<file path="src/rtl/leb128_reader_if.sv">
// ROM read bus for the LEB128 reader: byte address/request out, byte/ready back.
// The reader uses the master side; the ROM model uses the slave side.
interface leb128_reader_if;
  logic [31:0] rom_addr;
  logic        rom_read_en;
  logic [7:0]  rom_data;
  logic        rom_ready;

  modport master (output rom_addr, rom_read_en, input rom_data, rom_ready);
  modport slave  (input rom_addr, rom_read_en, output rom_data, rom_ready);
endinterface

</file>
<file path="src/rtl/leb128_reader.sv">
// LEB128 decoder that walks a byte ROM from start_addr, one byte per ROM response.
// Optional sLEB128 sign extension is built only when LEB128_SIGNED_EN is defined.
module leb128_reader #(
  parameter int TIMEOUT = 15
) (
  input  logic                   clk,
  input  logic                   rst_n,
  input  logic                   start,
  input  logic [31:0]            start_addr,
  input  logic                   signed_mode,
  leb128_reader_if.master        rom,
  output logic                   busy,
  output logic                   done,
  output logic                   error,
  output logic [31:0]            value,
  output logic [31:0]            next_addr
);
  localparam int TW = (TIMEOUT < 2) ? 1 : $clog2(TIMEOUT + 1);

  typedef enum logic [1:0] {IDLE, FETCH, DONE, ERR} state_t;

  state_t        state, state_nxt;
  logic [31:0]   cur_addr;
  logic [31:0]   acc;
  logic [31:0]   acc_nxt;
  logic [31:0]   dec_val;
  logic [2:0]    idx;
  logic [TW-1:0] tcnt;
  logic          adv;

  function automatic logic [31:0] acc_byte(input logic [31:0] a, input logic [6:0] b,
                                           input logic [2:0] i);
    logic [31:0] w;
    w = {25'd0, b};
    return a | (w << ({29'd0, i} * 32'd7));
  endfunction

`ifdef LEB128_SIGNED_EN
  logic sm_q;

  // Bit (sh-1) of the accumulator is bit 6 of the last byte, so an arithmetic
  // shift pair extends from it only when that bit is set.
  function automatic logic [31:0] sign_ext(input logic [31:0] a, input logic [2:0] i);
    logic [5:0]         sh;
    logic signed [31:0] t;
    sh = 6'd7 * ({3'd0, i} + 6'd1);
    if (sh >= 6'd32) return a;
    t = signed'(a << (6'd32 - sh));
    return t >>> (6'd32 - sh);
  endfunction
`else
  logic unused_signed_mode;
  assign unused_signed_mode = signed_mode;
`endif

  always_comb begin
    acc_nxt = acc_byte(acc, rom.rom_data[6:0], idx);
`ifdef LEB128_SIGNED_EN
    dec_val = sm_q ? sign_ext(acc_nxt, idx) : acc_nxt;
`else
    dec_val = acc_nxt;
`endif
  end

  always_comb begin
    state_nxt = state;
    adv       = 1'b0;
    case (state)
      IDLE:  if (start) state_nxt = FETCH;
      FETCH: begin
        if (rom.rom_ready) begin
          if (!rom.rom_data[7])    state_nxt = DONE;
          else if (idx == 3'd4)    state_nxt = ERR;
          else                     adv = 1'b1;
        end else if (tcnt == TW'(TIMEOUT - 1)) begin
          state_nxt = ERR;
        end
      end
      default: state_nxt = IDLE;
    endcase
  end

  assign busy            = (state != IDLE);
  assign done            = (state == DONE);
  assign error           = (state == ERR);
  assign rom.rom_read_en = (state == FETCH);
  // The next address is presented in the same cycle the continuation byte
  // arrives, so the ROM can answer it on the following cycle.
  assign rom.rom_addr    = (state != FETCH) ? 32'd0 :
                           adv ? cur_addr + 32'd1 : cur_addr;

  always_ff @(posedge clk or negedge rst_n) begin
    if (!rst_n) begin
      state     <= IDLE;
      cur_addr  <= '0;
      acc       <= '0;
      idx       <= '0;
      tcnt      <= '0;
      value     <= '0;
      next_addr <= '0;
`ifdef LEB128_SIGNED_EN
      sm_q      <= 1'b0;
`endif
    end else begin
      state <= state_nxt;
      case (state)
        IDLE: if (start) begin
          cur_addr <= start_addr;
          acc      <= '0;
          idx      <= '0;
          tcnt     <= '0;
`ifdef LEB128_SIGNED_EN
          sm_q     <= signed_mode;
`endif
        end
        FETCH: begin
          if (rom.rom_ready) begin
            tcnt <= '0;
            acc  <= acc_nxt;
            if (adv) begin
              cur_addr <= cur_addr + 32'd1;
              idx      <= idx + 3'd1;
            end
            if (!rom.rom_data[7]) begin
              value     <= dec_val;
              next_addr <= cur_addr + 32'd1;
            end
          end else begin
            tcnt <= tcnt + TW'(1);
          end
        end
        default: ;
      endcase
    end
  end
endmodule
</file>
<file path="src/flat_wrapper.sv">
// flat-port wrapper written by rule: the top's interface ports become plain ports
module leb128_reader_flat 
#(
  parameter int TIMEOUT = 15
)
  (clk, rst_n, start, start_addr, signed_mode, busy, done, error, value, next_addr, rom_rom_addr, rom_rom_read_en, rom_rom_data, rom_rom_ready);
  leb128_reader_if rom_i ();
  input  logic clk;
  input  logic rst_n;
  input  logic start;
  input  logic [31:0] start_addr;
  input  logic signed_mode;
  output logic busy;
  output logic done;
  output logic error;
  output logic [31:0] value;
  output logic [31:0] next_addr;
  output wire logic [$bits(rom_i.rom_addr)-1:0] rom_rom_addr;
  output wire logic [$bits(rom_i.rom_read_en)-1:0] rom_rom_read_en;
  input wire logic [$bits(rom_i.rom_data)-1:0] rom_rom_data;
  input wire logic [$bits(rom_i.rom_ready)-1:0] rom_rom_ready;
  assign rom_rom_addr = rom_i.rom_addr;
  assign rom_rom_read_en = rom_i.rom_read_en;
  assign rom_i.rom_data = rom_rom_data;
  assign rom_i.rom_ready = rom_rom_ready;
  leb128_reader #(.TIMEOUT(TIMEOUT)) u_core (.clk(clk), .rst_n(rst_n), .start(start), .start_addr(start_addr), .signed_mode(signed_mode), .rom(rom_i), .busy(busy), .done(done), .error(error), .value(value), .next_addr(next_addr));
endmodule
</file>
<file path="config.mk">
export PLATFORM = sky130hd
export DESIGN_NAME = leb128_reader_flat
export DESIGN_NICKNAME = d
export VERILOG_FILES = /design/src/rtl/leb128_reader_if.sv /design/src/rtl/leb128_reader.sv /design/src/flat_wrapper.sv
export SDC_FILE = /design/constraint.sdc
export NUM_CORES = 1
export LEC_CHECK = 0
export BUFFER_PORTS_ARGS = -buffer_cell sky130_fd_sc_hd__clkbuf_2
export CAP_MARGIN = 10
export CORE_ASPECT_RATIO = 1.25
export CORE_MARGIN = 4
export CORE_UTILIZATION = 50
export DETAILED_ROUTE_END_ITERATION = 10
export HOLD_SLACK_MARGIN = 0.05
export PLACE_DENSITY = 0.75
export SLEW_MARGIN = 30
export SYNTH_ARGS = -nofsm -noshare
export SYNTH_HDL_FRONTEND = slang
export SYNTH_SLANG_ARGS = --single-unit
</file>
<file path="constraint.sdc">
create_clock -name clk -period 2.31 [get_ports clk]
set_input_delay 0.231 -clock clk [delete_from_list [all_inputs] [get_ports clk]]
set_output_delay 0.231 -clock clk [all_outputs]
set_load 0.05 [all_outputs]
</file>
==> impl_metrics.ini, run 1 <==
[global_routing]
grt_use_total_pct = 28.7
grt_pass1_wl_mm = 36.9
use_met2_pct = 47.4
gr-total-overflow = 0
use_met3_pct = 6.44
antenna_found_initial = 0
grt_pass1_vias = 7126
grt_max_degree = 54
top_usage_layer = met2
use_met1_pct = 35.2

[worst_setup_path]
path_cells = nand4_2, or4_4, o31ai_1, a21oi_4, buf_12
slowest_delay_ns = 0.65
critical_path_required_ns = 2.08
arrival_ns = 2.65
worstSetupEndpointType = output pin
critPathSlowestCell = or4_4
crit_type = flop to output pin
worstPathMaxFanout = 7
startpoint_type = flop

[finish]
fin_util_pct = 76.9
n_antenna_cell = 0
drive_gt1_share_pct = 37.8
fill_cells = 860
nNetsFinal = 1091
area_delta_synth_final_pct = 50.1
fin_area_sq_um = 10700

[sta]
finalWorstSetupSlack_ns = -0.567
min_period_ns = 2.88
maxSlewViolCount = 0
fin_crit_sh_pct = 125
fin_hold_ws_ns = 0.0700
tightest_slew_ns = 0.581
rsz0062_at_grt = yes
fmax_ghz = 0.348
slew_headroom_pct = 60.9
finalHoldViolations = 0
finalSetupViolations = 32
finalClockSkew_ns = 0.0138

[clocking]
cts_root_buf = clkbuf_16
clkTransAtPathRegs_ns = 0.06
clk_path_buf_depth = 2
clock_latency_ns = 0.43
numCtsBuffers = 17
clock_sinks = 137
htree_levels = 4
cts_tree = built

[drt]
wl_per_cell_um = 21.2
first_pass_iters = 5
drt_wl_total_mm = 26.0
drcViolationCount = 0
vias_per_cell = 6.09
drt_iter0_markers = 940
ant_nets = 0
vias = 7490

[synthesis]
ys_ff_latch = 137
syn-cell-area_sq_um = 7140
ys.flop_type = dfrtp_1
synth_edf_count = 0
synth_top_area_share_pct = 48.0
synth_nets = 858
syn_avg_cell_area_sq_um = 8.84
synth_top_area_cell = dfrtp_1
ys_seq_area_share_pct = 48.0
async_flop_share_pct = 100
synthTopCellsByArea = dfrtp_1, nand2_1, a21oi_1, o21ai_0, nor2_1
yosys_warnings = 0
ys_types = 54
synthCells = 808

[floorplanning]
fp.coreArea_sq_um = 13900
io_pins = 145
num_rows = 48
die_x_um = 115
die_h_um = 142
dieArea_sq_um = 16300
start_util_pct = 51.2

[placement]
io_buffers = 143
gp_congestion = 0.878
dpl.hpwl_mm = 14.0
dpl_cell_area_sq_um = 8850

[power_and_ir_drop]
vdd_ir_drop_max_mv = 1.02
p_leak_nw = 4.87
cellPowerDensity_nw_per_um2 = 1530

[run_status]
failed_checks = negative setup slack
status = finished with violations

[flow_run]
maxCapViolations = 0

[hold_path]
hp-class = input port to flop
path summary, 6_finish.rpt:
kind | startpoint | to | slack [ns] | cells after the start
setup / recovery | u_core.cur_addr[11] | rom_rom_addr[21] | -0.57 | 5
hold / removal | start_addr[16] | u_core.cur_addr[16] | 0.07 | 2
setup reg to reg | u_core.cur_addr[11] | u_core.cur_addr[21] | -0.13 | 5
hold reg to reg | u_core.value[5] | u_core.value[5] | 0.48 | 2
max in group asynchronous | rst_n | u_core.tcnt[3] | 1.29 | 3
min in group asynchronous | rst_n | u_core.next_addr[4] | 0.34 | 2
cells in the mapped netlist, drive strengths merged, types with 11 or more instances:
library cell / count
dfrtp: 137
nand2: 119
nor2: 84
a21oi: 83
o21ai: 76
clkbuf: 49
xor2: 32
buf: 25
nand4: 24
nand3: 21
xnor2: 18
and3: 11
nor3: 11
flip-flops by register name, summed over array words and instances (netlist names):
| name | cells |
|---|---|
| u_core.next_addr | 32 |
| u_core.acc | 32 |
| u_core.tcnt | 4 |
| u_core.state | 2 |
| u_core.cur_addr | 32 |
| u_core.idx | 3 |
| u_core.value | 32 |
final cells by class:
type                       instances  area, sq um  share of cell area, %
clock inverter                    11          238                   2.22
multi-input combinational        592         3880                   36.2
sequential                       137         3430                   32.0
clock buffer                      21          480                   4.48
inverter                           5         18.8                  0.175
timing repair buffer             288         2450                   22.9
tap                              175          219                   2.04
per-stage QoR:
step | power, mW | setup WS (ns) | instances | setup TNS (ns)
final | 16.4 | -0.567 | 1229 | -7.82
after global routing | 17.1 | -0.598 | 1229 | -10.34
after CTS | 15.6 | -0.311 | 1200 | -4.06
after detailed placement | 11.7 | 0.00115 | 1118 | 0
after global placement | 11.5 | 0.0446 | 1118 | 0
after floorplan | 9.20 | -0.0421 | 808 | -0.151
cell families (layout without fill, tap and decap cells):
family	Yosys count	count (layout)	share of synthesized area, %
and+or+nand+nor	311	311	20.3
AOI/OAI and AO/OA	217	217	18.0
DFF	137	137	48.0
buffers and inverters	79	325	5.47
xor gates and xnor gates	50	50	6.13
muxes	9	9	1.26
adders and majority gates	5	5	0.876
critical path, delay by kind of cell (launching register included):
family	cells	cell delay (ns)
AND/OR/NAND/NOR	2	0.88
AO/OA/AOI/OAI	2	0.66
flip-flops	1	0.48
buffers and inverters	1	0.18
report_power, final:
part | total, mW | leakage, nW | switching (mW) | internal [mW]
Sequential | 4.10 | 1.75 | 0.799 | 3.30
Clock | 3.33 | 0.354 | 1.08 | 2.25
Combinational | 9.00 | 2.77 | 5.78 | 3.23
Total | 16.4 | 4.87 | 7.66 | 8.78
cells in the final DEF (no fill, tap or decap), types with 4 or more instances in the layout:
| master | instances |
|---|---|
| dfrtp_1 | 136 |
| nand2_1 | 110 |
| clkbuf_2 | 109 |
| buf_4 | 104 |
| a21oi_1 | 78 |
| o21ai_0 | 75 |
| nor2_1 | 66 |
| buf_12 | 32 |
| buf_6 | 24 |
| nand4_1 | 23 |
| xor2_1 | 22 |
| clkbuf_16 | 17 |
| nand3_1 | 16 |
| xnor2_1 | 14 |
| dlygate4sd3_1 | 12 |
| and3_1 | 11 |
| nor2_4 | 10 |
| xor2_2 | 10 |
| a221o_1 | 9 |
| nor2_2 | 8 |
| clkbuf_8 | 8 |
| nand2b_1 | 7 |
| a31oi_1 | 7 |
| o22a_1 | 7 |
| bufinv_16 | 7 |
| or4_4 | 6 |
| nor3_1 | 6 |
| o311ai_0 | 6 |
| and2_1 | 5 |
| nand3_4 | 5 |
| mux2i_2 | 5 |
| or2_2 | 5 |
| o31ai_1 | 5 |
| a21oi_4 | 5 |
| nand2_4 | 4 |
| a22oi_1 | 4 |
routing by layer:
| metal | share of wire [%] | routed length (um) |
|---|---|---|
| met1 | 36 | 9490 |
| met2 | 48 | 12500 |
| met3 | 9.3 | 2420 |
| met4 | 6.0 | 1570 |
| met5 | 0 | 0 |
timing repair:
item | 4_1_cts | 5_1_grt
setup endpoints to repair | 33 | 32
pin swaps | 30 | 34
hold buffers | 11 | 1
resized for setup | 75 | 40
buffers inserted | 39 | 33
hold endpoints to repair | 60 | 1
Note: power is estimated with default switching activity, not from simulation.
==> run 2: changes to the inputs <==
--- a/config.mk
+++ b/config.mk
@@ -5,7 +5,7 @@
 export SDC_FILE = /design/constraint.sdc
 export NUM_CORES = 1
 export LEC_CHECK = 0
-export BUFFER_PORTS_ARGS = -buffer_cell sky130_fd_sc_hd__clkbuf_2
+export BUFFER_PORTS_ARGS = -buffer_cell sky130_fd_sc_hd__buf_2
 export CAP_MARGIN = 10
 export CORE_ASPECT_RATIO = 1.25
 export CORE_MARGIN = 4
@@ -13,6 +13,7 @@
 export DETAILED_ROUTE_END_ITERATION = 10
 export HOLD_SLACK_MARGIN = 0.05
 export PLACE_DENSITY = 0.75
+export SETUP_SLACK_MARGIN = 0.3
 export SLEW_MARGIN = 30
 export SYNTH_ARGS = -nofsm -noshare
 export SYNTH_HDL_FRONTEND = slang
==> impl_metrics.ini, run 2 (synthesized netlist as in run 1, its figures left out) <==
[global_routing]
antenna_found_initial = 0
grt_pass1_vias = 7285
gr-total-overflow = 0
grt_max_degree = 92
grt_pass1_wl_mm = 37.7
grt_use_total_pct = 29.5

[worst_setup_path]
startpoint_type = flop
rr_worst_depth = 8
critical_path_required_ns = 2.08
crit_type = flop to output pin
worstSetupEndpointType = output pin
arrival_ns = 2.61
worstPathMaxFanout = 7

[floorplanning]
start_util_pct = 51.2
die_x_um = 115
io_pins = 145
fp.coreArea_sq_um = 13900
num_rows = 48
die_h_um = 142
dieArea_sq_um = 16300

[clocking]
clkTransAtPathRegs_ns = 0.07
clk_path_buf_depth = 2
clock_latency_ns = 0.44
htree_levels = 4
clock_sinks = 137
cts_tree = built
numCtsBuffers = 17
cts_root_buf = clkbuf_16

[drt]
vias = 7796
first_pass_iters = 5
vias_per_cell = 6.22
drcViolationCount = 0
ant_nets = 0
drt_wl_total_mm = 27.6
drt_iter0_markers = 917
wl_per_cell_um = 22.0

[power_and_ir_drop]
p_leak_nw = 5.00
vdd_ir_drop_max_mv = 1.06
cellPowerDensity_nw_per_um2 = 1490

[sta]
slew_headroom_pct = 62.5
tightest_slew_ns = 0.562
fin_crit_sh_pct = 123
finalSetupViolations = 28
finalHoldViolations = 0
min_period_ns = 2.84
fin_hold_ws_ns = 0.0601
maxSlewViolCount = 0
finalWorstSetupSlack_ns = -0.530
finalClockSkew_ns = 0.0144
rsz0062_at_grt = yes
fmax_ghz = 0.352

[finish]
fin_util_pct = 79.1
area_delta_synth_final_pct = 54.4
fill_cells = 778
nNetsFinal = 1116
final_cell_mix = dfrtp_1, nand2_1, buf_4
n_antenna_cell = 0
drive_gt1_share_pct = 41.4
layout_commonest_cell = dfrtp_1

[hold_path]
hp-class = input port to flop
min_path_cells = 3

[placement]
gp_congestion = 0.923
io_buffers = 143
dpl.hpwl_mm = 14.2
preCtsSetupSlack_ns = -0.0287

[run_status]
status = finished with violations
failed_checks = negative setup slack

[flow_run]
maxCapViolations = 0
-- run 2: cell type report --
cell class                      instances  area [sq um]  share of cell area [%]
Multi-Input combinational cell        592          4150                    37.6
Sequential cell                       137          3430                    31.1
Timing Repair Buffer                  313          2560                    23.2
Clock buffer                           21           480                    4.36
Tap cell                              175           219                    1.99
Clock inverter                         11           166                    1.51
Inverter                                5          22.5                   0.204
-- run 2: report_power, final --
group	total, mW	switching (mW)	internal [mW]
clock network	3.01	1.10	1.92
registers	4.12	0.808	3.31
logic	9.35	6.01	3.34
-- run 2: worst max-delay path, stage by stage (launching register included) --
cell,delay [ns]
dfrtp_1,0.44
buf_6,0.17
nand4_1,0.16
buf_4,0.19
nor4_4,0.18
nand4_1,0.26
or4_4,0.50
nand2_4,0.11
buf_8,0.15
-- run 2: metal layers --
metal | share of wire (%) | up-vias | GRT usage, %
li1 | - | 3321 | -
met1 | 35 | 3732 | 35.4
met2 | 49 | 558 | 49.5
met3 | 9.0 | 185 | 6.70
met4 | 6.6 | 0 | 14.6
met5 | 0 | - | 0
-- run 2: through the flow --
step	cell area, sq um	instances	setup TNS (ns)	power [mW]
3_3_place_gp	8700	1127	-0.0371	11.2
5_1_grt	11000	1254	-9.27	17.1
2_1_floorplan	7540	808	0	9.44
3_5_place_dp	8700	1127	-0.0736	11.4
4_1_cts	10400	1212	-3.30	15.3
6_report	11000	1254	-8.23	16.5
-- run 2: repair_timing --
action / 4_1_cts / 5_1_grt
endpoints found under the setup margin: 51 / 99
gates cloned: 2 / 0
hold endpoints to repair: 64 / 0
buffers inserted: 39 / 42
hold buffers: 12 / 0
pin swaps: 32 / 51
gates resized for setup: 145 / 79
-- run 2: path summary, 6_finish.rpt --
path / slack (ns) / start / end
worst max-delay path: -0.53 / u_core.cur_addr[10] / rom_rom_addr[30]
worst min-delay path: 0.06 / start_addr[20] / u_core.cur_addr[20]
worst max register to register: 0.01 / u_core.cur_addr[10] / u_core.cur_addr[19]
worst min register to register: 0.47 / u_core.value[8] / u_core.value[8]
max in group asynchronous: 1.34 / rst_n / u_core.value[20]
min in group asynchronous: 0.31 / rst_n / u_core.next_addr[16]
